### src/rtl/cnn_pkg.sv
// cnn_pkg: types and constants shared by the channel dispatcher and the
// downstream channel completion counter.
//   CH_W          - channel index width; both blocks must agree on it
//   disp_state_t  - dispatcher FSM states
package cnn_pkg;

  localparam int CH_W = 4;

  typedef enum logic [1:0] {
    IDLE  = 2'd0,
    ISSUE = 2'd1,
    WAIT  = 2'd2
  } disp_state_t;

endpackage

### src/rtl/wdog_timer.sv
// wdog_timer: cycle counter that flags expiry on the TC-th enabled cycle.
//   clk, rst_n  - clock, async active-low reset
//   clear       - zero the count (takes priority over enable)
//   enable      - count this cycle
//   expired     - combinational: this enabled cycle is the TC-th since clear
module wdog_timer #(
  parameter int TC = 1024
) (
  input  logic clk,
  input  logic rst_n,
  input  logic clear,
  input  logic enable,
  output logic expired
);

  localparam int CW = $clog2(TC + 1);

  logic [CW-1:0] cnt;

  always_ff @(posedge clk or negedge rst_n) begin
    if (!rst_n)      cnt <= '0;
    else if (clear)  cnt <= '0;
    else if (enable) cnt <= cnt + 1'b1;
  end

  assign expired = enable && (cnt == CW'(TC - 1));

endmodule

### src/rtl/channel_dispatcher.sv
// channel_dispatcher: initiator side of the per-output-channel completion
// protocol. On start it walks channels 0..CHANNELS; per channel it pulses
// engine_start, waits for engine_done, then pulses channel_done.
//   clk, rst_n    - clock, async active-low reset
//   start         - begin a layer (sampled only in IDLE)
//   engine_ready  - engine can accept a channel start
//   engine_done   - engine finished the current channel (pulse)
//   engine_start  - registered pulse launching channel_idx
//   channel_idx   - channel being issued / processed
//   channel_done  - registered pulse per finished channel
//   busy          - layer in progress
//   done          - sticky, set after last channel, cleared by next start
//   error         - sticky watchdog timeout
// Optional: define CHANNEL_DISPATCH_WDOG_EN to build the WAIT watchdog
// (timeout after WDOG_CYCLES). Without it, error is 0 and WAIT is unbounded.
module channel_dispatcher
  import cnn_pkg::*;
#(
  parameter int CHANNELS    = 7,
  parameter int WDOG_CYCLES = 1024
) (
  input  logic            clk,
  input  logic            rst_n,
  input  logic            start,
  input  logic            engine_ready,
  input  logic            engine_done,
  output logic            engine_start,
  output logic [CH_W-1:0] channel_idx,
  output logic            channel_done,
  output logic            busy,
  output logic            done,
  output logic            error
);

  if (CHANNELS < 0 || CHANNELS > (1 << CH_W) - 1 || WDOG_CYCLES < 2) begin : g_bad_cfg
    $error("channel_dispatcher: illegal CHANNELS or WDOG_CYCLES");
  end

  localparam logic [CH_W-1:0] LAST = CH_W'(CHANNELS);

  disp_state_t     state_q, state_d;
  logic [CH_W-1:0] idx_d;
  logic            estart_d, cdone_d, done_d;
  logic            accept_done;

  // engine_done coinciding with our own engine_start belongs to nothing
  // we launched, so it is not accepted.
  assign accept_done = (state_q == WAIT) && engine_done && !engine_start;

`ifdef CHANNEL_DISPATCH_WDOG_EN
  logic err_q, err_d;
  logic wd_clear, wd_en, wd_expired;

  wdog_timer #(.TC(WDOG_CYCLES)) u_wdog (
    .clk     (clk),
    .rst_n   (rst_n),
    .clear   (wd_clear),
    .enable  (wd_en),
    .expired (wd_expired)
  );

  assign wd_clear = (state_q == ISSUE) && engine_ready;
  assign wd_en    = (state_q == WAIT) && !accept_done;
  assign error    = err_q;
`else
  assign error = 1'b0;
`endif

  always_comb begin
    state_d  = state_q;
    idx_d    = channel_idx;
    estart_d = 1'b0;
    cdone_d  = 1'b0;
    done_d   = done;
`ifdef CHANNEL_DISPATCH_WDOG_EN
    err_d    = err_q;
`endif
    unique case (state_q)
      IDLE: if (start) begin
        state_d = ISSUE;
        idx_d   = '0;
        done_d  = 1'b0;
`ifdef CHANNEL_DISPATCH_WDOG_EN
        err_d   = 1'b0;
`endif
      end
      ISSUE: if (engine_ready) begin
        estart_d = 1'b1;
        state_d  = WAIT;
      end
      WAIT: begin
        if (accept_done) begin
          cdone_d = 1'b1;
          if (channel_idx == LAST) begin
            state_d = IDLE;
            done_d  = 1'b1;
          end else begin
            state_d = ISSUE;
            idx_d   = channel_idx + 1'b1;
          end
        end
`ifdef CHANNEL_DISPATCH_WDOG_EN
        else if (wd_expired) begin
          state_d = IDLE;
          err_d   = 1'b1;
        end
`endif
      end
      default: state_d = IDLE;
    endcase
  end

  always_ff @(posedge clk or negedge rst_n) begin
    if (!rst_n) begin
      state_q      <= IDLE;
      channel_idx  <= '0;
      engine_start <= 1'b0;
      channel_done <= 1'b0;
      done         <= 1'b0;
    end else begin
      state_q      <= state_d;
      channel_idx  <= idx_d;
      engine_start <= estart_d;
      channel_done <= cdone_d;
      done         <= done_d;
    end
  end

`ifdef CHANNEL_DISPATCH_WDOG_EN
  always_ff @(posedge clk or negedge rst_n) begin
    if (!rst_n) err_q <= 1'b0;
    else        err_q <= err_d;
  end
`endif

  assign busy = (state_q != IDLE);

endmodule

### config.mk
export PLATFORM = sky130hd
export DESIGN_NAME = channel_dispatcher
export DESIGN_NICKNAME = d
export VERILOG_FILES = /design/src/rtl/cnn_pkg.sv /design/src/rtl/wdog_timer.sv /design/src/rtl/channel_dispatcher.sv
export SDC_FILE = /design/constraint.sdc
export NUM_CORES = 1
export LEC_CHECK = 0
export CAP_MARGIN = 40
export CELL_PAD_IN_SITES_DETAIL_PLACEMENT = 0
export CELL_PAD_IN_SITES_GLOBAL_PLACEMENT = 1
export CORE_MARGIN = 1
export CORE_UTILIZATION = 30
export CTS_CLUSTER_DIAMETER = 200
export DETAILED_ROUTE_END_ITERATION = 7
export PLACE_DENSITY_LB_ADDON = 0.1
export REMOVE_ABC_BUFFERS = 1
export SLEW_MARGIN = 25
export SYNTH_ARGS = -nofsm -noshare
export SYNTH_HDL_FRONTEND = slang
export SYNTH_SLANG_ARGS = --single-unit
### constraint.sdc
create_clock -name clk -period 1.55 [get_ports clk]
set_input_delay 0.31 -clock clk [delete_from_list [all_inputs] [get_ports clk]]
set_output_delay 0.31 -clock clk [all_outputs]
set_load 0.02 [all_outputs]
== After elaboration in Yosys (flattened, before gate mapping) ==
Index checks and enable logic that the tools add are counted.

* Flip-flop bits (word level): 9
* Bits of input ports: 5
* Output and inout port bits: 9
* Logic and storage cells: 40

* Add/subtract/negate cells: 1
* Equality and inequality tests: 8
* Muxes and demuxes: 17
* Reduce and logical (&&, ||, !) cells: 9

{| class="wikitable"
|+ Operator list
! operator !! number
|-
| $mux 4 || 3
|-
| $mux 1 || 8
|-
| $ne 2x2->1 const B || 4
|-
| $pmux 4 s2 || 1
|-
| $reduce_and 4->1 || 2
|-
| $mux 2 || 3
|-
| $pmux 2 s3 || 1
|-
| $add 4x1->4 const B || 1
|-
| $eq 4x3->1 const B || 1
|-
| $reduce_bool 2->1 || 2
|-
| $reduce_and 3->1 || 1
|-
| $eq 2x1->1 const B || 1
|-
| $eq 2x2->1 const B || 1
|-
| $logic_and 1x1->1 || 2
|-
| $logic_not 2->1 || 1
|-
| $ne 2x1->1 const B || 1
|-
| $pmux 1 s2 || 1
|-
| $logic_not 1->1 || 1
|}

== Logic depth before layout (Yosys ltp) ==
* Depth in word-level cells: 5
* Mapped depth: 5
* Gate-level depth less buffers: 4

== Worst setup path after synthesis ==
Ideal clock, no wire load.

* Kind: register to register
* Start: reg channel_idx[0]
* End: reg channel_idx[3]
* Library setup time: 0.069 ns
* Arrival time: 1.512 ns
* Required time: 1.481 ns
* Setup slack: -0.031 ns
* Cell stages (with the launch flop): 5
* Buffers on the path: 0
* Clock period less this slack: 1.581 ns
* Cells stage by stage: dfrtp_1 ha_1 and3b_1 or4_1 nand3_1

* Cells in the longest elaborated chain, start to end: 4
* Elaborated cells on any way between the ends: 7
* Classes of those cells: add/sub (1); eq/ne (2); mux (3); reduce/logical (1)

{| class="wikitable"
|+ Ends and longest elaborated chain
! element !! line !! source
|-
| start: declaration || channel_dispatcher.sv:28 || <nowiki>output logic [CH_W-1:0] channel_idx,</nowiki>
|-
| start signal: assignment || channel_dispatcher.sv:122 || <nowiki>channel_idx <= idx_d;</nowiki>
|-
| $add 4x1->4 || channel_dispatcher.sv:99 || <nowiki>idx_d = channel_idx + 1'b1;</nowiki>
|-
| $mux 4 || channel_dispatcher.sv:94 || <nowiki>if (channel_idx == LAST) begin</nowiki>
|-
| $mux 4 || channel_dispatcher.sv:92 || <nowiki>if (accept_done) begin</nowiki>
|-
| $pmux 4 s2 || channel_dispatcher.sv:78 || <nowiki>unique case (state_q)</nowiki>
|}

Several ways; a longest one is shown, not always the timed one. The select of a mux whose other input is x is not followed.
A chain may end at the register's enable or synchronous reset.

== Worst setup path after layout ==
* Start: reg channel_idx[1]
* End: reg channel_idx[3]

The elaborated chain is that of the path after synthesis.

==> report_table.html <==
<table>
<tr><th>Metric</th><th>Value</th></tr>
<tr><th colspan="2">Status</th></tr>
<tr><td>Run status</td><td>completed</td></tr>
<tr><th colspan="2">Power and ir drop</th></tr>
<tr><td>Static power due to leakage</td><td>0.394 nW</td></tr>
<tr><td>Power density cells</td><td>1340 nW/µm²</td></tr>
<tr><td>Fraction of power consumed by combinational cells</td><td>47.4%</td></tr>
<tr><td>Switching component of the power</td><td>0.364 mW</td></tr>
<tr><td>IR Drop Worst-Case VDD</td><td>0.000675 V</td></tr>
<tr><td>Flop pwr share</td><td>34.2%</td></tr>
<tr><td>P_int</td><td>0.618 mW</td></tr>
<tr><td>Share of power burned in the clock network</td><td>18.4%</td></tr>
<tr><td>Switching part of the total</td><td>37.1%</td></tr>
<tr><th colspan="2">Timing</th></tr>
<tr><td>Finish-stage setup viols</td><td>0</td></tr>
<tr><td>Clock skew</td><td>9.44 ps</td></tr>
<tr><td>Final critical-path share of the clock period</td><td>95.7%</td></tr>
<tr><td>Fin. Hold Viols</td><td>0</td></tr>
<tr><td>Fin worst setup slack</td><td>66.9 ps</td></tr>
<tr><td>Clock period minus worst slack</td><td>1480 ps</td></tr>
<tr><td>Upper clock frequency limit</td><td>674 MHz</td></tr>
<tr><td>Final slew viol count</td><td>0</td></tr>
<tr><th colspan="2">CTS</th></tr>
<tr><td>Buffer cell driving the clock tree root</td><td>sky130_fd_sc_hd__clkbuf_4</td></tr>
<tr><td>Maximum root-to-sink buffer count</td><td>2</td></tr>
<tr><td>Hold buffers post-CTS</td><td>0</td></tr>
<tr><td>Post-CTS clock slew at the launch and capture registers of the worst setup and hold paths</td><td>60 ps</td></tr>
<tr><td>CTS H-tree lvls</td><td>1</td></tr>
<tr><td>Clock tree from TritonCTS</td><td>built</td></tr>
<tr><td>Number of clock buffers inserted by TritonCTS</td><td>3</td></tr>
<tr><td>Clock network latency to the later pin of the worst-skew pair</td><td>260 ps</td></tr>
<tr><td>Sinks on Clock Net</td><td>9</td></tr>
<tr><th colspan="2">Finish</th></tr>
<tr><td>Area grow syn2layout</td><td>46.4%</td></tr>
<tr><td>Fillcell total</td><td>154</td></tr>
<tr><td>Proportion of layout cells with a drive suffix above 1</td><td>17.9%</td></tr>
<tr><td>Area of the multi-input gates</td><td>254 µm²</td></tr>
<tr><td>Antenna Cells</td><td>0</td></tr>
<tr><td>Net count of the finished layout</td><td>85</td></tr>
<tr><td>Share of the core filled with cells in the final layout</td><td>47.6%</td></tr>
<tr><td>Post-Layout Cell Count</td><td>94</td></tr>
<tr><td>Area taken by flip-flops and latches</td><td>225 µm²</td></tr>
<tr><th colspan="2">Setup path</th></tr>
<tr><td>Critical path fanouts, max</td><td>5</td></tr>
<tr><td>Crit-path max cell delay</td><td>490 ps</td></tr>
<tr><td>Worst Path Required</td><td>1750 ps</td></tr>
<tr><td>List of cells traversed by the critical path</td><td>ha_1 &gt; and3b_1 &gt; or4_1 &gt; nand3_1</td></tr>
<tr><td>Setup slack of the worst register-to-register path</td><td>70 ps</td></tr>
<tr><td>Arrival time of the worst setup path</td><td>1690 ps</td></tr>
<tr><td>Origin of the critical flop-to-flop path</td><td>channel_idx[1]</td></tr>
<tr><td>CP endpoint kind</td><td>flip-flop</td></tr>
<tr><td>Reg2Reg Depth</td><td>4</td></tr>
<tr><td>Buf/Inv on CP</td><td>0</td></tr>
<tr><td>Slowest cell on the critical path</td><td>sky130_fd_sc_hd__or4_1</td></tr>
<tr><td>Family of cells with the greatest summed delay on the critical path</td><td>simple AND/OR/NAND/NOR gates</td></tr>
<tr><td>Worst Setup SP</td><td>channel_idx[1]</td></tr>
<tr><td>Critical path type</td><td>reg2reg</td></tr>
<tr><td>Terminus of the critical flop-to-flop path</td><td>channel_idx[3]</td></tr>
<tr><td>Startpoint type of the worst setup path</td><td>flip-flop</td></tr>
<tr><th colspan="2">Placement</th></tr>
<tr><td>IO Port Bufs</td><td>12</td></tr>
<tr><td>Number of instances in the placed design</td><td>89</td></tr>
<tr><td>Weighted congestion at the end of routability-driven global placement</td><td>0.764</td></tr>
<tr><td>Place WS</td><td>-26.3 ps</td></tr>
<tr><td>Sum of net half-perimeters after detailed placement</td><td>885 µm</td></tr>
<tr><th colspan="2">Drt</th></tr>
<tr><td>Remaining antenna violation count after routing</td><td>0</td></tr>
<tr><td>Post-DR vias/cell</td><td>5.21</td></tr>
<tr><td>Average routed wire per standard cell</td><td>12.3 µm</td></tr>
<tr><td>Total vias in the final route</td><td>490</td></tr>
<tr><td>Post-Route WL</td><td>1150 µm</td></tr>
<tr><td>Number of DRC markers in iteration 0</td><td>9</td></tr>
<tr><td>Count of unresolved DRC violations after routing</td><td>0</td></tr>
<tr><td>Number of search-and-repair iterations in the first detailed-routing pass</td><td>4</td></tr>
<tr><th colspan="2">Synthesis</th></tr>
<tr><td>Most common library cells after synthesis</td><td>sky130_fd_sc_hd__dfrtp_1 (9), sky130_fd_sc_hd__nand3_1 (9), sky130_fd_sc_hd__inv_1 (3), sky130_fd_sc_hd__nor2b_1 (3), sky130_fd_sc_hd__o211ai_1 (3)</td></tr>
<tr><td>FFs w/ async S/R, synth</td><td>100%</td></tr>
<tr><td>Ys flop type</td><td>sky130_fd_sc_hd__dfrtp_1</td></tr>
<tr><td>Biggest area consumer among synthesized cells</td><td>sky130_fd_sc_hd__dfrtp_1</td></tr>
<tr><td>Area share of the leading cell type in the synthesized netlist</td><td>44.9%</td></tr>
<tr><td>Number of distinct library cells after synthesis</td><td>27</td></tr>
<tr><td>Cell Area, Synth</td><td>502 µm²</td></tr>
<tr><td>Register area share after synthesis</td><td>44.9%</td></tr>
<tr><td>Ys Warns</td><td>0</td></tr>
<tr><td>Number of cells produced by synthesis</td><td>53</td></tr>
<tr><td>Number of synthesized flops with an enable pin</td><td>0</td></tr>
<tr><td>Synthesis-stage register bit count</td><td>9</td></tr>
<tr><td>Post-Syn Area per Cell</td><td>9.47 µm²</td></tr>
<tr><td>Largest cells by area after synthesis</td><td>sky130_fd_sc_hd__dfrtp_1 (45%), sky130_fd_sc_hd__nand3_1 (9.0%), sky130_fd_sc_hd__o211ai_1 (4.5%), sky130_fd_sc_hd__nor2b_1 (3.7%), sky130_fd_sc_hd__or3b_1 (3.5%)</td></tr>
<tr><th colspan="2">Global route</th></tr>
<tr><td>Antenna violations before repair</td><td>0</td></tr>
<tr><td>Total global routing track utilization</td><td>15.0%</td></tr>
<tr><td>Global-route wire length before repair</td><td>2040 µm</td></tr>
<tr><td>Vias in the first global route</td><td>464</td></tr>
<tr><td>Pin count of the biggest net entering global routing</td><td>10</td></tr>
<tr><td>Leftover overflow at the end of global routing</td><td>0</td></tr>
<tr><th colspan="2">Floorplan</th></tr>
<tr><td>Overall die height</td><td>42.9 µm</td></tr>
<tr><td>I/O Pins</td><td>14</td></tr>
<tr><td>Initial cell density of the core</td><td>32.5%</td></tr>
<tr><td>Die area</td><td>1840 µm²</td></tr>
<tr><td>Number of standard-cell rows in the floorplan</td><td>14</td></tr>
<tr><td>Core area</td><td>1540 µm²</td></tr>
<tr><td>Die width</td><td>42.9 µm</td></tr>
<tr><th colspan="2">Min path</th></tr>
<tr><td>Tightest Hold Check Type</td><td>in2async</td></tr>
<tr><th colspan="2">Flow run</th></tr>
<tr><td>Total of max-cap violations</td><td>0</td></tr>
</table>
[metrics by stage]
step | hold WS, ps | cell area (µm²) | total power, mW | TNS (ps)
after global placement | 551 | 706 | 0.842 | -0.978
after global routing | 389 | 734 | 1.06 | -5.53
after floorplan | 14.4 | 490 | 0.576 | -31.1
final | 345 | 734 | 0.982 | 0
after CTS | 357 | 724 | 0.992 | 0
after detailed placement | 551 | 706 | 0.831 | -26.3
[worst reg2reg max path, cell delays in order (launching register included)]
cell                      delay, ps
sky130_fd_sc_hd__dfrtp_1        430
sky130_fd_sc_hd__ha_1           220
sky130_fd_sc_hd__and3b_1        190
sky130_fd_sc_hd__or4_1          490
sky130_fd_sc_hd__nand3_1         90
[kinds of logic after synthesis]
group                      count (synthesis)  share of synthesized area, %
AOI/OAI and AO/OA                         10                          13.5
adders and majority gates                  1                          2.49
buffers and inverters                      5                          4.49
DFF                                        9                          44.9
other                                      1                         0.747
and+or+nand+nor                           27                          33.9
[power by group through the flow]
stage	clock (mW)	sequential [mW]	combinational, mW
after floorplan	0	0.384	0.192
after global placement	0	0.341	0.501
after detailed placement	0	0.341	0.489
after CTS	0.191	0.334	0.467
after global routing	0.205	0.342	0.511
final	0.180	0.336	0.465
[metal layers]
layer	part of all wire, %	track usage (%)
met1	46	18.3
met2	47	24.2
met3	6.9	7.66
met4	0	1.88
met5	0	0
[worst max-delay path by stage]
| stage | endpoint | slack, ps | depth (start not counted) |
|---|---|---|---|
| after floorplan | channel_idx[3] | -30 | 4 |
| after global placement | channel_idx[3] | -1 | 4 |
| after detailed placement | channel_idx[3] | -30 | 4 |
| after CTS | done | 0.5 | 1 |
| after global routing | channel_idx[3] | -6 | 4 |
| final | channel_idx[3] | 70 | 4 |
[registers in the layout (all words and copies together), names as in the netlist]
| signal | flops |
|---|---|
| done | 1 |
| state_q | 2 |
| channel_idx | 4 |
| engine_start | 1 |
| channel_done | 1 |
[layout by cell type, fill, tap and decap left out, types with 3 or more instances in the layout]
cell / Yosys / layout
sky130_fd_sc_hd__buf_4: 1 / 11
sky130_fd_sc_hd__inv_1: 3 / 3
sky130_fd_sc_hd__clkdlybuf4s50_1: 0 / 5
sky130_fd_sc_hd__dlygate4sd2_1: 0 / 6
sky130_fd_sc_hd__clkbuf_4: 0 / 3
sky130_fd_sc_hd__nand3_1: 9 / 9
sky130_fd_sc_hd__nor2b_1: 3 / 3
sky130_fd_sc_hd__o211ai_1: 3 / 3
sky130_fd_sc_hd__dfrtp_1: 9 / 9
[layout make-up]
class	instances	share of cell area [%]
inverters	3	1.53
well taps	16	2.73
repair buffers	23	26.9
clock buffers	4	3.58
multi-input cells	39	34.6
flip-flops and latches	9	30.7
[repair_timing]
item / 4_1_cts / 5_1_grt
endpoints found under the hold margin: 0 / 0
buffers inserted: 0 / 1
resized for setup: 6 / 1
setup endpoints to repair: 6 / 2
cloned: 0 / 0
(Power assumes the default switching activity.)
